$ cat config.mk
export PLATFORM = sky130hd
export DESIGN_NAME = sys_bus_interconnect
export DESIGN_NICKNAME = d
export VERILOG_FILES = /design/src/rtl/sys_bus_interconnect.sv
export SDC_FILE = /design/constraint.sdc
export NUM_CORES = 1
export LEC_CHECK = 0
export CAP_MARGIN = 25
export CORE_AREA = 2 2 177 179
export DETAILED_ROUTE_END_ITERATION = 6
export DIE_AREA = 0 0 179 181
export GPL_TIMING_DRIVEN = 0
export PLACE_DENSITY = 0.58
export SLEW_MARGIN = 5
export SYNTH_ARGS = -nofsm -noshare
export SYNTH_HDL_FRONTEND = slang
export SYNTH_SLANG_ARGS = --single-unit
$ cat constraint.sdc
create_clock -name sys_clk_i -period 2.8 [get_ports sys_clk_i]
set_clock_uncertainty 0.1 [all_clocks]
set_input_delay 0.28 -clock sys_clk_i [delete_from_list [all_inputs] [get_ports sys_clk_i]]
set_output_delay 0.28 -clock sys_clk_i [all_outputs]
set_load 0.005 [all_outputs]
$ cat src/rtl/sys_bus_interconnect.sv
`timescale 1ns/1ps
`default_nettype none
// ============================================================================
// sys_bus_interconnect : decodes the sys bus into NUM_SLV sub-block regions,
// one outstanding transaction. Optional hang timer: SYS_BUS_TIMEOUT_EN.
// Rev 1.0
// ============================================================================
module sys_bus_interconnect #(
  parameter int                 SYS_DW  = 32,
  parameter int                 SYS_AW  = 32,
  parameter int                 SYS_SW  = SYS_DW >> 3,
  parameter int                 NUM_SLV = 8,
  parameter int                 DEC_LSB = 20,
  parameter logic [NUM_SLV-1:0] SLV_EN  = {NUM_SLV{1'b1}},
  parameter int                 TIMEOUT = 63
) (
  input  logic                      sys_clk_i,
  input  logic                      sys_rstn_i,
  input  logic [SYS_AW-1:0]         sys_addr_i,
  input  logic [SYS_DW-1:0]         sys_wdata_i,
  input  logic [SYS_SW-1:0]         sys_sel_i,
  input  logic                      sys_wen_i,
  input  logic                      sys_ren_i,
  output logic [SYS_DW-1:0]         sys_rdata_o,
  output logic                      sys_err_o,
  output logic                      sys_ack_o,
  output logic [SYS_AW-1:0]         sub_addr_o,
  output logic [SYS_DW-1:0]         sub_wdata_o,
  output logic [SYS_SW-1:0]         sub_sel_o,
  output logic [NUM_SLV-1:0]        sub_wen_o,
  output logic [NUM_SLV-1:0]        sub_ren_o,
  input  logic [NUM_SLV*SYS_DW-1:0] sub_rdata_i,
  input  logic [NUM_SLV-1:0]        sub_err_i,
  input  logic [NUM_SLV-1:0]        sub_ack_i
);

  localparam int              IDX_W     = $clog2(NUM_SLV);
  localparam logic [5:0]      C_TO_LAST = 6'(TIMEOUT - 1);

  typedef enum logic [1:0] {
    ST_IDLE   = 2'd0,
    ST_ACCESS = 2'd1,
    ST_RESP   = 2'd2
  } state_t;

  state_t             r_state, w_state_nxt;
  logic [IDX_W-1:0]   r_idx, w_idx_nxt;
  logic               r_write, w_write_nxt;
  logic               r_fault, w_fault_nxt;
  logic [SYS_AW-1:0]  r_addr, w_addr_nxt;
  logic [SYS_DW-1:0]  r_wdata, w_wdata_nxt;
  logic [SYS_SW-1:0]  r_sel, w_sel_nxt;
  logic [NUM_SLV-1:0] r_wen_strb, w_wen_strb_nxt;
  logic [NUM_SLV-1:0] r_ren_strb, w_ren_strb_nxt;
  logic               r_ack, w_ack_nxt;
  logic               r_err, w_err_nxt;
  logic [SYS_DW-1:0]  r_rdata, w_rdata_nxt;

  logic [SYS_DW-1:0]  w_rdata_arr [NUM_SLV];
  logic [IDX_W-1:0]   w_req_idx;
  logic               w_hit;
  logic               w_timeout;

  for (genvar i = 0; i < NUM_SLV; i++) begin : g_slice
    assign w_rdata_arr[i] = sub_rdata_i[i*SYS_DW +: SYS_DW];
  end

  assign w_req_idx = sys_addr_i[DEC_LSB +: IDX_W];
  assign w_hit     = sub_ack_i[r_idx] | sub_err_i[r_idx];

`ifdef SYS_BUS_TIMEOUT_EN
  logic [5:0] r_to_cnt;

  // Held at zero outside ACCESS, so it always starts from zero on entry.
  always_ff @(posedge sys_clk_i or negedge sys_rstn_i) begin
    if (!sys_rstn_i)              r_to_cnt <= '0;
    else if (r_state != ST_ACCESS) r_to_cnt <= '0;
    else                          r_to_cnt <= r_to_cnt + 6'd1;
  end

  assign w_timeout = (r_to_cnt == C_TO_LAST);
`else
  // Timer compiled out; the term only keeps TIMEOUT referenced.
  assign w_timeout = 1'b0 & (C_TO_LAST == 6'h3F);
`endif

  always_comb begin
    w_state_nxt    = r_state;
    w_idx_nxt      = r_idx;
    w_write_nxt    = r_write;
    w_fault_nxt    = r_fault;
    w_addr_nxt     = r_addr;
    w_wdata_nxt    = r_wdata;
    w_sel_nxt      = r_sel;
    w_wen_strb_nxt = '0;
    w_ren_strb_nxt = '0;
    w_ack_nxt      = 1'b0;
    w_err_nxt      = 1'b0;
    w_rdata_nxt    = '0;

    case (r_state)
      ST_IDLE: begin
        if (sys_wen_i || sys_ren_i) begin
          w_addr_nxt  = sys_addr_i;
          w_wdata_nxt = sys_wdata_i;
          w_sel_nxt   = sys_sel_i;
          w_write_nxt = sys_wen_i;
          w_idx_nxt   = w_req_idx;
          w_fault_nxt = (sys_wen_i && sys_ren_i) || !SLV_EN[w_req_idx];
          // Rejected requests still pass through ACCESS (strobe-less) so
          // every response arrives with the same two-cycle latency.
          w_state_nxt = ST_ACCESS;
          if (!w_fault_nxt) begin
            w_wen_strb_nxt[w_req_idx] = sys_wen_i;
            w_ren_strb_nxt[w_req_idx] = sys_ren_i;
          end
        end
      end
      ST_ACCESS: begin
        if (r_fault) begin
          w_state_nxt = ST_RESP;
          w_ack_nxt   = 1'b1;
          w_err_nxt   = 1'b1;
        end else if (w_hit) begin
          w_state_nxt = ST_RESP;
          w_ack_nxt   = 1'b1;
          w_err_nxt   = sub_err_i[r_idx];
          w_rdata_nxt = r_write ? '0 : w_rdata_arr[r_idx];
        end else if (w_timeout) begin
          w_state_nxt = ST_RESP;
          w_ack_nxt   = 1'b1;
          w_err_nxt   = 1'b1;
        end
      end
      ST_RESP:  w_state_nxt = ST_IDLE;
      default:  w_state_nxt = ST_IDLE;
    endcase
  end

  always_ff @(posedge sys_clk_i or negedge sys_rstn_i) begin
    if (!sys_rstn_i) begin
      r_state    <= ST_IDLE;
      r_idx      <= '0;
      r_write    <= 1'b0;
      r_fault    <= 1'b0;
      r_addr     <= '0;
      r_wdata    <= '0;
      r_sel      <= '0;
      r_wen_strb <= '0;
      r_ren_strb <= '0;
      r_ack      <= 1'b0;
      r_err      <= 1'b0;
      r_rdata    <= '0;
    end else begin
      r_state    <= w_state_nxt;
      r_idx      <= w_idx_nxt;
      r_write    <= w_write_nxt;
      r_fault    <= w_fault_nxt;
      r_addr     <= w_addr_nxt;
      r_wdata    <= w_wdata_nxt;
      r_sel      <= w_sel_nxt;
      r_wen_strb <= w_wen_strb_nxt;
      r_ren_strb <= w_ren_strb_nxt;
      r_ack      <= w_ack_nxt;
      r_err      <= w_err_nxt;
      r_rdata    <= w_rdata_nxt;
    end
  end

  assign sys_ack_o   = r_ack;
  assign sys_err_o   = r_err;
  assign sys_rdata_o = r_rdata;
  assign sub_addr_o  = r_addr;
  assign sub_wdata_o = r_wdata;
  assign sub_sel_o   = r_sel;
  assign sub_wen_o   = r_wen_strb;
  assign sub_ren_o   = r_ren_strb;

endmodule
`default_nettype wire

Word level (Yosys, flattened, before mapping)
Memory sizes are Yosys's and may differ from the RTL's.
Cells that the tools add are included.
Widths: inputs -> output; s select.

storage, ports and cells
  register bits after elaboration = 125
  bits in read-only memories = 8
  input bits = 344
  output and inout bits = 118
  word-level logic and storage cells = 62
  memories = 1

memories
  name             depth  width  read ports  clocked after memory_dff  wr ports  RTL line  source
  (no name shown)  8      1      1           0                         0         109       w_fault_nxt = (sys_wen_i && sys_ren_i) || !SLV_EN[w_req_idx];

operators by class
  order comparisons = 4
  eq/ne operators = 3
  mux-type cells = 30
  bitwise operators = 4
  reduce and logical (&&, ||, !) cells = 8

operators with widths
  cell                count
  $mux 32             6
  $bmux 32 s3         1
  $mux 8              6
  $and 8x8->8         2
  $mux 1              10
  $lt 3x4->1 const B  2
  $bmux 1 s3          2
  $mux 2              3
  $ge 4x4->1 const B  1
  $not 3->4           1
  $pmux 2 s2          1
  $reduce_and 2->1    2
  $demux 1 s3         1
  $ge 3x1->1 const B  1
  $ne 3x3->1 const B  1
  $eq 2x1->1 const B  1
  $logic_and 1x1->1   2
  $logic_not 2->1     1
  $logic_or 1x1->1    2
  $ne 2x2->1 const B  1
  $logic_not 1->1     1
  $or 1x1->1          1

Depth between registers and ports, before layout
Gate-level depths: netlist of run 1.

  depth in word-level cells = 8
  depth in mapped cells = 6
  gate-level depth less buffers = 3

Worst setup path before layout of run 1
Ideal clock, no wire load.

  path type = reg-to-reg
  start = register r_idx[0]
  end = register r_rdata[10], in the netlist sys_rdata_o[10]
  setup time = 0.139 ns
  arrival time = 1.544 ns
  data required time = 2.561 ns
  setup slack = 1.017 ns
  cell stages (with the launch flop) = 7
  path buffers = 3
  clock period less this slack = 1.783 ns
  cell sequence = dfrtp_1 -> buf_4 -> buf_6 -> buf_4 -> mux4_2 -> mux2i_1 -> a211oi_1

between the ends
  longest elaborated chain between the ends = 8

ends and longest elaborated chain
  what                                         RTL line  source
  start: declaration                           47        logic [IDX_W-1:0] r_idx, w_idx_nxt;
  start signal: assignment                     156       r_idx <= w_idx_nxt;
  $not 3->4 (implied by the code)              128       w_rdata_nxt = r_write ? '0 : w_rdata_arr[r_idx];
  $bmux 32 s3                                  128
  $mux 32 (implied by the code) (2 in series)  128
  $mux 32                                      128
  $mux 32 (*)                                  124       end else if (w_hit) begin
  $mux 32 (*)                                  120       if (r_fault) begin
  $mux 32 (*)                                  101       case (r_state)
  net w_rdata_nxt[10]                          57        logic [SYS_DW-1:0] r_rdata, w_rdata_nxt;
  end signal: assignment                       166       r_rdata <= w_rdata_nxt;
  end: declaration                             57

Mark *: on every way through the listed nets, which the timed path passes. The rest lies on a longest branch. The select of a mux whose other input is x is not followed.
A chain may end at the register's enable or synchronous reset.

Worst setup path in the final report of run 1
  start = register r_state[0]
  end = register r_addr[16], in the netlist sub_addr_o[16]

between the ends
  longest elaborated chain between the ends = 2

ends and longest elaborated chain
  what                        RTL line  source
  start: declaration          46        state_t r_state, w_state_nxt;
  start signal: assignment    155       r_state <= w_state_nxt;
  $logic_not 2->1             101
  $reduce_and 2->1 (no line)  --
  end signal: assignment      159       r_addr <= w_addr_nxt;
  end: declaration            50        logic [SYS_AW-1:0] r_addr, w_addr_nxt;

No other way between the ends.

==> flow_summary.ini, run 1 <==
[global_routing]
antenna_found_initial = 1
grt.total_usage_pct = 16.5
grt_max_degree = 64
overflow = 0
first_global_vias = 6114
grt_pass1_wl_um = 38800

[power]
p_leak_nw = 4.73
p_comb_share_pct = 54.5
p_clk_share_pct = 20.5
power.density_nw_per_um2 = 898
switchingPower_mw = 3.64
ir_worst_vdd_uv = 347
intPower_mw = 7.23
total_power_mw = 10.9
power_frac_seq_pct = 25.0
p_sw_share_pct = 33.5

[place]
place_inst = 1260
placed_cell_area_um2 = 11500
place_hpwl_um = 22700
gp_congestion = 0.856
numPortBuffers = 461

[final_layout]
postLayoutCellArea_um2 = 12100
area_growth_pct = 90.2
fillers = 2895
nNetsFinal = 1228
fin_cells = 1294
layout-drive-gt1-share_pct = 22.4

[setup_path]
r2r_cells = 5
criticalPathCategory = reg2reg
r2r_start = r_state[0]$_DFFE_PN0P_
crit_path_top_delay_cell = dfrtp_1
r2r-end = sub_addr_o[16]$_DFFE_PN0P_
rrSetupSlack_ns = 0.57
slowest_delay_ns = 0.39
cp-start-kind = register
crit_chain = nor2_1 > o21a_1 > clkbuf_1 > buf_2 > mux2_2
cp_max_fo = 10
required_ns = 2.98
critical_path_arrival_ns = 2.42
cp-end-kind = register

[detailed_routing]
dr.pass1.iters = 6
antenna_left = 0
wl_per_cell_um = 21.1
vias = 5693
vias_per_cell = 4.40
drcViolationCount = 0
drt_iter0_drc = 207
drt-total-wl_um = 27300

[floorplan]
die_w_um = 179
die_y_um = 181
fp-row-count = 64
initial_core_util_pct = 21.0
coreArea_um2 = 30300
io_pins = 462
die_area_um2 = 32400

[clock_network]
clock_path_buffers = 2
clock_latency_ns = 0.41
root_buffer = clkbuf_16
cts.clk_slew.worst_paths_ns = 0.07
htreeDepth = 4
cts_buffers = 17
cts.sinks = 122
cts_tree = yes

[logic_synthesis]
syn-instance-count = 402
netlist_area_um2 = 6370
avgSynthCellArea_um2 = 15.8
synth-adder-area-share_pct = 0
synth_top_family_by_area = multiplexers
synth_compound_area_share_pct = 4.54
seq_area_frac_synth_pct = 48.0
synth_simple_gate_area_share_pct = 2.16
ys_seq_elements = 122
synth_xor_area_share_pct = 0
synth-warning-count = 0
synthMuxAreaShare_pct = 41.8
synth_cell_types = 25
syn_nets = 746

[sta]
max_slew_margin_pct = 45.6
rsz0062_at_grt = no
slew_violations = 0
hold_viol = 0
fmax_mhz = 448
setup_viol = 0
period_share_pct = 79.7
fin_crit_ns = 2.23
worst_slew_pin_slew_ns = 0.815
whs_ns = 0.323

[outcome]
status = finished clean

[min_path]
hold_path_class = in2async

[job]
maxCapViolations = 0
-- synth_stat cells (all sizes together) --
cell	n	area (um^2)
or3	1	6.26
nand2	5	18.8
a21oi	1	5.00
a22o	1	8.76
mux2	68	766
nor4b	1	8.76
nor2	14	52.6
dfrtp	122	3050
nand4	2	12.5
clkbuf	6	22.5
o22ai	1	6.26
o21a	1	7.51
buf	32	190
a31oi	2	12.5
mux4	68	1530
mux2i	34	365
nand2b	3	18.8
inv	3	11.3
a31o	1	8.76
nor3	4	20.0
a211oi	32	240
-- logic make-up (layout without fill, tap and decap cells) --
logic type | Yosys count | after routing
multiplexers | 170 | 170
flip-flops | 122 | 122
buffers and inverters | 41 | 536
AO/OA/AOI/OAI | 39 | 39
AND/OR/NAND/NOR | 30 | 30
other | 0 | 1
-- cell type report --
type | count | area, um^2 | share of cell area [%]
diodes | 1 | 2.50 | 0.0207
inverters | 3 | 11.3 | 0.0930
well taps | 396 | 495 | 4.09
repair buffers | 463 | 4650 | 38.4
clock inverters | 14 | 161 | 1.33
plain buffers | 38 | 213 | 1.76
clock buffers | 18 | 429 | 3.54
flip-flops and latches | 122 | 3050 | 25.2
multi-input cells | 239 | 3090 | 25.5
-- power by group through the flow --
stage | Clock, mW | Combinational (mW) | Sequential, mW
floorplan | 0 | 3.20 | 2.79
global placement | 0 | 6.04 | 2.74
detailed placement | 0 | 6.06 | 2.76
CTS | 2.31 | 6.08 | 2.73
global route | 2.38 | 6.39 | 2.79
finish | 2.23 | 5.93 | 2.71
-- state kept, by name, indices dropped and copies added, names as in the netlist, 2 cells and up --
signal,flops
r_idx,2
sub_wen_o,8
sub_wdata_o,32
sub_sel_o,4
sys_rdata_o,32
sub_addr_o,30
r_state,2
sub_ren_o,8
-- cell usage in the layout, fill, tap and decap left out, types with 2 or more instances in the layout --
master,synthesis,layout
clkinv_4,0,3
nor3_1,4,4
nor2_1,14,14
bufinv_16,0,2
clkdlybuf4s50_1,0,460
inv_6,0,5
nand2_1,5,5
mux2_2,68,68
mux2i_1,32,32
mux2i_4,2,2
buf_6,1,2
nand4_1,2,2
clkinvlp_4,0,2
buf_2,17,17
a211oi_1,32,32
dfrtp_1,122,122
a31oi_1,2,2
nand2b_1,3,3
buf_1,3,3
inv_1,3,3
clkbuf_1,6,7
clkbuf_16,0,17
buf_4,11,11
mux4_2,68,68
-- critical path, delay by kind of cell (launching register included) --
family | cells | cell delay [ns]
simple gates | 1 | 0.30
flops | 1 | 0.39
buf+inv | 2 | 0.76
compound gates | 1 | 0.17
mux | 1 | 0.38
-- how the worst max path moves through the flow --
stage / startpoint / end / slack [ns]
global placement: sys_rstn_i / sys_rdata_o[5]$_DFF_PN0_ / -3.79
finish: r_state[0]$_DFFE_PN0P_ / sub_addr_o[16]$_DFFE_PN0P_ / 0.57
CTS: r_state[0]$_DFFE_PN0P_ / sub_addr_o[16]$_DFFE_PN0P_ / 0.42
detailed placement: sys_wen_i / sub_addr_o[16]$_DFFE_PN0P_ / 0.30
global route: r_state[0]$_DFFE_PN0P_ / sub_addr_o[16]$_DFFE_PN0P_ / 0.35
floorplan: r_idx[0]$_DFFE_PN0P_ / sys_rdata_o[10]$_DFF_PN0_ / 1.02
-- routing by layer --
| metal | GRT usage (%) | share of wire, % |
|---|---|---|
| met2 | 29.3 | 52 |
| met1 | 19.4 | 39 |
| met3 | 4.80 | 8.4 |
| met5 | 0 | 0 |
| met4 | 3.77 | 1.2 |
-- what timing repair did --
item	4_1_cts	5_1_grt
hold buffers	1	0
resized for setup	0	0
buffers inserted	0	0
endpoints found under the hold margin	62	0
-- through the flow --
stage                     setup WS (ns)  setup TNS (ns)  util (%)
after detailed placement          0.299               0      37.9
after global routing              0.348               0      39.9
after floorplan                    1.02               0         -
after global placement            -3.79         -459.97      37.8
after CTS                         0.420               0      39.9
final                             0.569               0      39.9
Power figures use the tool's default switching activity.
==> run 2, diff against run 1 <==
--- a/config.mk
+++ b/config.mk
@@ -6,11 +6,11 @@
 export NUM_CORES = 1
 export LEC_CHECK = 0
 export CAP_MARGIN = 25
-export CORE_AREA = 2 2 177 179
+export CORE_AREA = 2 2 179 181
 export DETAILED_ROUTE_END_ITERATION = 6
-export DIE_AREA = 0 0 179 181
+export DIE_AREA = 0 0 181 183
 export GPL_TIMING_DRIVEN = 0
-export PLACE_DENSITY = 0.58
+export PLACE_DENSITY = 0.57
 export SLEW_MARGIN = 5
 export SYNTH_ARGS = -nofsm -noshare
 export SYNTH_HDL_FRONTEND = slang
==> constraint.sdc (replaced) <==
create_clock -name sys_clk_i -period 2.26 [get_ports sys_clk_i]
set_clock_uncertainty 0.1 [all_clocks]
set_input_delay 0.226 -clock sys_clk_i [delete_from_list [all_inputs] [get_ports sys_clk_i]]
set_output_delay 0.226 -clock sys_clk_i [all_outputs]
set_load 0.005 [all_outputs]
==> flow_summary.ini, run 2 (synthesis gave the netlist of run 1 again) <==
[outcome]
status = finished clean

[setup_path]
cp_max_fo = 10
cp-end-kind = register
cp-start-kind = register
crit_chain = buf_4 > buf_6 > buf_6 > mux4_2 > mux2i_1 > a211oi_1
criticalPathCategory = reg2reg
slowest_delay_ns = 0.55
crit_path_top_delay_cell = mux4_2
crit_buf_inv = 3
critical_path_arrival_ns = 2.30
crit_start = r_idx[0]$_DFFE_PN0P_
required_ns = 2.43
path_delay_family = multiplexers
cpMostUsedCell = buf_6
r2r_start = r_idx[0]$_DFFE_PN0P_

[clock_network]
cts_buffers = 17
root_buffer = clkbuf_16
cts_tree = yes
cts.sinks = 122
cts.clk_slew.worst_paths_ns = 0.07
clock_latency_ns = 0.42
clock_path_buffers = 2
htreeDepth = 4

[sta]
setup_viol = 0
hold_viol = 0
slew_violations = 0
setup_tns_ns = 0
fin_ws_ns = 0.125
rsz0062_at_grt = no
fin_crit_ns = 2.13
max_slew_margin_pct = 49.3
worst_slew_pin_slew_ns = 0.760
whs_ns = 0.288
fmax_mhz = 468
period_share_pct = 94.5

[global_routing]
grt.total_usage_pct = 16.2
grt_pass1_wl_um = 39400
overflow = 0
first_global_vias = 6231
grt_max_degree = 65
antenna_found_initial = 1

[floorplan]
initial_core_util_pct = 20.4
coreArea_um2 = 31200
die_y_um = 183
die_area_um2 = 33100
die_w_um = 181
io_pins = 462
fp-row-count = 65

[detailed_routing]
vias = 5625
dr.pass1.iters = 6
drt-total-wl_um = 27200
vias_per_cell = 4.32
drcViolationCount = 0
drt_iter0_drc = 186
antenna_left = 0
wl_per_cell_um = 20.9

[final_layout]
mostFrequentLayoutCells = clkdlybuf4s50_1 (460), dfrtp_1 (122), mux4_2 (68), mux2_2 (68)
fin_cells = 1303
fin_util_pct = 39.1
final_common_cell = clkdlybuf4s50_1
area_growth_pct = 91.9
nNetsFinal = 1231
layout-drive-gt1-share_pct = 23.0
postLayoutCellArea_um2 = 12200

[power]
power.density_nw_per_um2 = 1130
p_leak_nw = 4.79
ir_worst_vdd_uv = 467
total_power_mw = 13.9

[min_path]
hold_path_class = in2async

[place]
place_hpwl_um = 22300
placed_cell_area_um2 = 11500
numPortBuffers = 461
place_inst = 1266
pre_cts_ws_ns = -0.145
gp_congestion = 0.761

[job]
maxCapViolations = 0
-- run 2: where the power goes --
| group | internal (mW) | switching, mW | leakage (nW) |
|---|---|---|---|
| clock | 1.79 | 1.16 | 0.307 |
| combinational | 4.47 | 3.08 | 2.94 |
| sequential | 2.99 | 0.358 | 1.54 |
| total | 9.25 | 4.60 | 4.79 |
-- run 2: worst reg2reg max path, delay by kind of cell (launching register included) --
| family | cells | cell delay, ns |
|---|---|---|
| AO/OA/AOI/OAI | 1 | 0.07 |
| flip-flops | 1 | 0.37 |
| buffers and inverters | 3 | 0.62 |
| multiplexers | 2 | 0.82 |
-- run 2: final cells by class --
cell class | count | area, um^2
Multi-Input combinational cell | 239 | 3090
Clock buffer | 17 | 425
Timing Repair Buffer | 467 | 4710
Buffer | 37 | 221
Antenna cell | 1 | 2.50
Tap cell | 402 | 503
Fill cell | 3022 | 19000
Clock inverter | 15 | 204
Sequential cell | 122 | 3050
Inverter | 3 | 11.3
-- run 2: timing repair --
action                                  CTS  global route
setup buffers                             0             4
endpoints found under the setup margin   25            25
endpoints found under the hold margin    63             0
gates cloned                              0             0
hold buffers                              1             0
gates resized for setup                   3             3
-- run 2: final timing paths --
| path | endpoint | slack [ns] | cells past startpoint |
|---|---|---|---|
| worst max-delay path | sys_rdata_o[17]$_DFF_PN0_ | 0.13 | 6 |
| worst min-delay path | sub_wdata_o[0]$_DFFE_PN0P_ | 0.29 | 2 |
| worst max register to register | sys_rdata_o[17]$_DFF_PN0_ | 0.13 | 6 |
| worst min register to register | sub_addr_o[5]$_DFFE_PN0P_ | 0.40 | 1 |
| max in group asynchronous | sys_rdata_o[19]$_DFF_PN0_ | 1.03 | 3 |
| min in group sys_clk_i | sub_addr_o[29]$_DFFE_PN0P_ | 0.31 | 2 |
-- run 2: routing by layer --
layer  up-vias  global-route usage [%]  part of all wire (%)
met2       297                    29.4                    53
met3        13                    5.16                   7.9
met1      2759                    18.8                    38
li1       2556                       -                     -
met4         0                    3.45                  0.85
met5         -                       0                     0
